File: src/rtl/rtype_exec_sequencer.sv
// rtl/rtype_exec_sequencer.sv - multi-cycle fetch/decode/execute/writeback sequencer for R-type ops
// Optional trap-to-HALT on illegal instructions is enabled by defining ILLEGAL_TRAP_EN.
module rtype_exec_sequencer #(
  parameter int               XLEN     = 32,
  parameter logic [XLEN-1:0]  RESET_PC = '0,
  parameter int               PC_STEP  = 4
) (
  input  logic            clk,
  input  logic            reset,
  input  logic            run_en,
  output logic            imem_req,
  output logic [XLEN-1:0] imem_addr,
  input  logic            imem_ack,
  input  logic [31:0]     imem_rdata,
  output logic [4:0]      rs1_addr,
  output logic [4:0]      rs2_addr,
  output logic [4:0]      rd_addr,
  output logic [3:0]      alu_control,
  output logic            alu_en,
  output logic            write_on_register,
  output logic [XLEN-1:0] pc,
  output logic            busy,
  output logic [31:0]     retired,
  output logic            illegal
);

  typedef enum logic [2:0] {
    IDLE      = 3'd0,
    FETCH     = 3'd1,
    DECODE    = 3'd2,
    EXECUTE   = 3'd3,
    WRITEBACK = 3'd4,
    HALT      = 3'd5
  } state_t;

  state_t      state, state_nxt;
  logic [31:0] instr_q;
  logic        legal_q;
  logic        dec_legal;
  logic [3:0]  dec_ctrl;
  logic [6:0]  opcode, func7;
  logic [2:0]  func3;

  assign opcode = instr_q[6:0];
  assign func3  = instr_q[14:12];
  assign func7  = instr_q[31:25];

  always_comb begin
    dec_legal = 1'b0;
    dec_ctrl  = 4'b0000;
    if (opcode == 7'b0110011) begin
      if (func7 == 7'd0) begin
        dec_legal = 1'b1;
        case (func3)
          3'd0:    dec_ctrl = 4'b0100;
          3'd1:    dec_ctrl = 4'b0001;
          3'd2:    dec_ctrl = 4'b1010;
          3'd3:    dec_ctrl = 4'b1001;
          3'd4:    dec_ctrl = 4'b1000;
          3'd5:    dec_ctrl = 4'b0010;
          3'd6:    dec_ctrl = 4'b0111;
          default: dec_ctrl = 4'b0110;
        endcase
      end else if (func7 == 7'd32 && (func3 == 3'd0 || func3 == 3'd5)) begin
        dec_legal = 1'b1;
        dec_ctrl  = (func3 == 3'd0) ? 4'b0101 : 4'b0011;
      end
    end
  end

  always_comb begin
    state_nxt = state;
    case (state)
      IDLE:      if (run_en) state_nxt = FETCH;
      FETCH:     if (imem_ack) state_nxt = DECODE;
`ifdef ILLEGAL_TRAP_EN
      DECODE:    state_nxt = dec_legal ? EXECUTE : HALT;
`else
      DECODE:    state_nxt = EXECUTE;
`endif
      EXECUTE:   state_nxt = WRITEBACK;
      WRITEBACK: state_nxt = run_en ? FETCH : IDLE;
      HALT:      state_nxt = HALT;
      default:   state_nxt = IDLE;
    endcase
  end

  assign imem_req          = (state == FETCH);
  assign imem_addr         = pc;
  assign busy              = (state != IDLE) && (state != HALT);
  assign alu_en            = (state == EXECUTE) && legal_q;
  assign write_on_register = (state == WRITEBACK) && legal_q && (rd_addr != 5'd0);

  always_ff @(posedge clk) begin
    if (reset) begin
      state       <= IDLE;
      pc          <= RESET_PC;
      retired     <= 32'd0;
      instr_q     <= 32'd0;
      rs1_addr    <= 5'd0;
      rs2_addr    <= 5'd0;
      rd_addr     <= 5'd0;
      alu_control <= 4'd0;
      legal_q     <= 1'b0;
    end else begin
      state <= state_nxt;
      if (state == FETCH && imem_ack)
        instr_q <= imem_rdata;
      if (state == DECODE) begin
        rs1_addr    <= instr_q[19:15];
        rs2_addr    <= instr_q[24:20];
        rd_addr     <= instr_q[11:7];
        alu_control <= dec_ctrl;
        legal_q     <= dec_legal;
      end
      // An illegal NOP still advances pc; only a write bumps the retire count.
      if (state == WRITEBACK) begin
        pc <= pc + XLEN'(PC_STEP);
        if (write_on_register)
          retired <= retired + 32'd1;
      end
    end
  end

`ifdef ILLEGAL_TRAP_EN
  logic illegal_q;
  always_ff @(posedge clk) begin
    if (reset)
      illegal_q <= 1'b0;
    else if (state == DECODE && !dec_legal)
      illegal_q <= 1'b1;
  end
  assign illegal = illegal_q;
`else
  assign illegal = 1'b0;
`endif

endmodule

File: config.mk
export PLATFORM = sky130hd
export DESIGN_NAME = rtype_exec_sequencer
export DESIGN_NICKNAME = d
export VERILOG_FILES = /design/src/rtl/rtype_exec_sequencer.sv
export SDC_FILE = /design/constraint.sdc
export NUM_CORES = 1
export LEC_CHECK = 0
export CAP_MARGIN = 20
export CORE_MARGIN = 2
export CORE_UTILIZATION = 45
export DETAILED_ROUTE_END_ITERATION = 6
export GPL_TIMING_DRIVEN = 0
export PLACE_DENSITY = 0.82
export SLEW_MARGIN = 5
export SYNTH_ARGS = -nofsm -noshare
export SYNTH_HDL_FRONTEND = slang
export SYNTH_SLANG_ARGS = --single-unit
File: constraint.sdc
create_clock -name clk -period 2.5 [get_ports clk]
set_clock_uncertainty 0.1 [all_clocks]
set_input_delay 0.5 -clock clk [delete_from_list [all_inputs] [get_ports clk]]
set_output_delay 0.5 -clock clk [all_outputs]
set_load 0.05 [all_outputs]
==> summary.txt, run 1 <==
post-synthesis compound-gate area fraction -> 9.97%
fraction of power consumed by sequential logic -> 39.4%
first-pass GRT wire length -> 23900 µm
worst relative slew slack -> 55.2%
path depth of the worst reg2reg path -> 8
register bit count reported by yosys -> 117
Reg2Reg Launch Point -> state[2]$_SDFFE_PP0P_
total vias in the final route -> 5274
count of pins over their slew limit -> 0
Post-CTS Hold Fix Bufs -> 0
endpoint of the worst-slack reg-to-reg timing path -> retired[20]$_SDFFE_PP0P_
estimated wirelength of the detail-placed design -> 10800 µm
number of DRC markers in iteration 0 -> 300
area delta synth->final -> 45.1%
number of fillers in the final layout -> 926
mean number of vias per cell -> 5.36
overall track demand over capacity in global routing -> 22.9%
PnR worst setup slack -> 0.0507 ns
number of synthesized flops with an enable pin -> 0
Synth Instances -> 651
most common flop cell mapped by yosys -> sky130_fd_sc_hd__dfxtp_1
internal power component -> 0.00379 W
sequential area share after synthesis -> 44.0%
cell area after synthesis -> 5320 µm²
launching element of the worst setup path -> rd_addr[0]$_SDFFE_PP0P_
synthesized-area fraction occupied by adder cells -> 0.470%
post-synthesis simple-gate area fraction -> 28.9%
worst hold-check slack -> 0.351 ns
post-synthesis async set-or-reset flop share -> 0%
largest net degree at the start of global routing -> 17
final critical path time including I/O delays and setup -> 2.45 ns
share of post-route cells with drive strength above 1 -> 11.5%
maximum buffer depth of the clock tree -> 2
clock slew at reported path FFs -> 0.06 ns
number of nets in the final layout -> 866
diode count -> 0
Hold/Removal Path Class -> reg -> reg
pre-CTS WS -> -0.458 ns
Yosys warning total -> 0
Hold Vio Cnt, Final -> 0
Total Die Area -> 12700 µm²
highest net fanout along the worst path -> 8
routability cong. -> 0.878
wire length per cell after detailed routing -> 15.0 µm
static leakage -> 2.72 nW
core utilization of the finished layout -> 67.3%
data arrival at the endpoint of the critical path -> 1.85 ns
Post-Layout Inst Area -> 7720 µm²
die extent in y -> 113 µm
run status -> finished clean
number of sinks driven by the clock tree -> 117
number of optimization iterations in the first detailed-route pass -> 5
core area -> 11500 µm²
number of clock buffers inserted by TritonCTS -> 17
number of global-route vias before repair -> 5113
xor/xnor share of the synthesized area -> 7.57%
overall power -> 0.00486 W
Clock power frac -> 54.8%
Starting Density -> 46.4%
reg-to-reg slack, setup -> 0.21 ns
element type at the critical path start -> flop
relative contribution of combinational cells to total power -> 5.8%
setup-violating endpoint count in the final report -> 0
IO Pins -> 156
max-cap viol count -> 0
proportion of synthesized area in mux cells -> 0.964%
clock tree from TritonCTS -> done
post-detailed-routing wire length -> 14700 µm
buffer type at the clock tree root -> sky130_fd_sc_hd__clkbuf_16
Achievable Freq -> 408 MHz
Clock Latency Late Sink -> 0.41 ns
residual antenna-violating net count after detailed routing -> 0
termination of the worst setup path -> write_on_register
Setup crit end kind -> primary output
Syn Area/Cell -> 8.17 µm²
required time of the critical path -> 1.90 ns
placed cell areas -> 7010 µm²
Remaining DRCs -> 0
type of the worst setup path -> reg -> out
number of levels the H-tree was split into -> 4
power density relative to cell area -> 629 nW/µm²
worst hold path startpoint -> instr_q[7]$_SDFFE_PP0P_
Period Utilization, post-route -> 98.0%
number of input and output port buffers inserted -> 150
worst-case vdd ir drop -> 0.528 mV
share of total power consumed by net switching -> 22.0%
Die X -> 113 µm
dominant combinational cell family by area after synthesis -> simple AND/OR/NAND/NOR gates
FP Rows -> 39
net switching power -> 0.00107 W
post-synth cell types -> 45
Slew @ Worst Pin -> 0.672 ns
initial antenna violation count -> 0
remaining global-route overflow -> 0
critical path, stage by stage, from the launching register on:
cell and delay [ns]:
sky130_fd_sc_hd__dfxtp_2 0.33, sky130_fd_sc_hd__or4_4 0.57, sky130_fd_sc_hd__o211a_1 0.26, sky130_fd_sc_hd__buf_6 0.14, sky130_fd_sc_hd__buf_8 0.15
area by class of cell:
cell class | instances | area (µm²) | area share (%)
Timing Repair Buffer | 154 | 1530 | 19.8
Multi-Input combinational cell | 463 | 2570 | 33.3
Sequential cell | 117 | 2340 | 30.4
Clock inverter | 14 | 224 | 2.90
Inverter | 6 | 22.5 | 0.292
Buffer | 69 | 419 | 5.43
Tap cell | 143 | 179 | 2.32
Clock buffer | 18 | 429 | 5.56
per-layer routing:
layer	up-vias	global-route usage, %	routed length [µm]
met3	36	5.89	943
met4	0	11.2	482
li1	2563	-	-
met1	2460	27.5	6140
met5	-	0	0
met2	215	38.3	7180
worst min-delay path by stage:
| stage | to | depth (start not counted) |
|---|---|---|
| CTS | rs2_addr[0]$_SDFFE_PP0P_ | 2 |
| detailed placement | rs2_addr[0]$_SDFFE_PP0P_ | 2 |
| finish | rd_addr[0]$_SDFFE_PP0P_ | 2 |
| floorplan | instr_q[1]$_SDFFE_PP0P_ | 2 |
| global route | rd_addr[0]$_SDFFE_PP0P_ | 2 |
| global placement | rd_addr[3]$_SDFFE_PP0P_ | 2 |
flip-flops by register name, indices dropped and copies added, names as in the netlist:
signal / flops
imem_addr: 30
rs2_addr: 5
retired: 32
state: 3
rd_addr: 5
alu_control: 4
legal_q: 1
instr_q: 32
rs1_addr: 5
layout by cell type, fill, tap and decap left out, drive strengths merged, types with 5 or more instances in the layout:
master | synthesis | layout
a21oi | 68 | 68
and3 | 9 | 9
and4 | 10 | 10
buf | 44 | 49
bufinv | 0 | 5
clkbuf | 25 | 45
clkdlybuf4s50 | 0 | 145
clkinv | 0 | 5
conb | 1 | 5
dfxtp | 117 | 117
inv | 6 | 9
nand2 | 123 | 123
nand3 | 18 | 18
nand4 | 21 | 21
nor2 | 58 | 58
nor2b | 8 | 8
nor3 | 16 | 16
nor4 | 15 | 15
o21ai | 8 | 8
o31ai | 7 | 7
or2 | 5 | 5
or3 | 8 | 8
or4 | 9 | 9
xnor2 | 32 | 32
xor2 | 14 | 14
power groups by stage:
stage	Combinational, W	Sequential [W]	Clock [W]
2_1_floorplan	0.000160	0.00196	0
3_3_place_gp	0.000274	0.00195	0
3_5_place_dp	0.000280	0.00195	0
4_1_cts	0.000280	0.00191	0.00269
5_1_grt	0.000305	0.00192	0.00277
6_report	0.000280	0.00192	0.00266
kinds of logic after synthesis:
family,count (synthesis)
multiplexers,5
XOR/XNOR,46
flip-flops,117
other,1
AO/OA/AOI/OAI,92
adder cells (fa/ha/maj),2
AND/OR/NAND/NOR,313
buffers and inverters,75
repair_timing:
action,4_1_cts,5_1_grt
gates resized for setup,15,13
setup buffers,1,3
pin swaps,2,2
setup endpoints to repair,4,14
cells in the mapped netlist, drive strengths merged (3+ instances only):
| master | n | area [µm²] |
|---|---|---|
| nand2 | 123 | 464 |
| dfxtp | 117 | 2340 |
| a21oi | 68 | 340 |
| nor2 | 58 | 218 |
| buf | 44 | 310 |
| xnor2 | 32 | 280 |
| clkbuf | 25 | 95.1 |
| nand4 | 21 | 131 |
| nand3 | 18 | 95.1 |
| nor3 | 16 | 80.1 |
| nor4 | 15 | 100 |
| xor2 | 14 | 123 |
| and4 | 10 | 87.6 |
| and3 | 9 | 56.3 |
| or4 | 9 | 67.6 |
| nor2b | 8 | 50.1 |
| o21ai | 8 | 40.0 |
| or3 | 8 | 50.1 |
| o31ai | 7 | 52.6 |
| inv | 6 | 22.5 |
| or2 | 5 | 31.3 |
| and2 | 4 | 25.0 |
| mux2i | 4 | 40.0 |
| nor3b | 4 | 41.3 |
| a31o | 3 | 26.3 |
| nand2b | 3 | 18.8 |
metrics by stage:
step / instances / setup TNS (ns)
2_1_floorplan: 655 / 0
3_3_place_gp: 948 / -2.78
3_5_place_dp: 948 / -4.16
4_1_cts: 981 / 0
5_1_grt: 984 / -0.0101
6_report: 984 / 0
Power figures use the tool's default switching activity.
==> inputs of run 2 (changes only) <==
- GPL_ROUTABILITY_DRIVEN: default -> 0
==> results of run 2 <==
The final DEF is identical to that of run 1; final timing and power are the same.
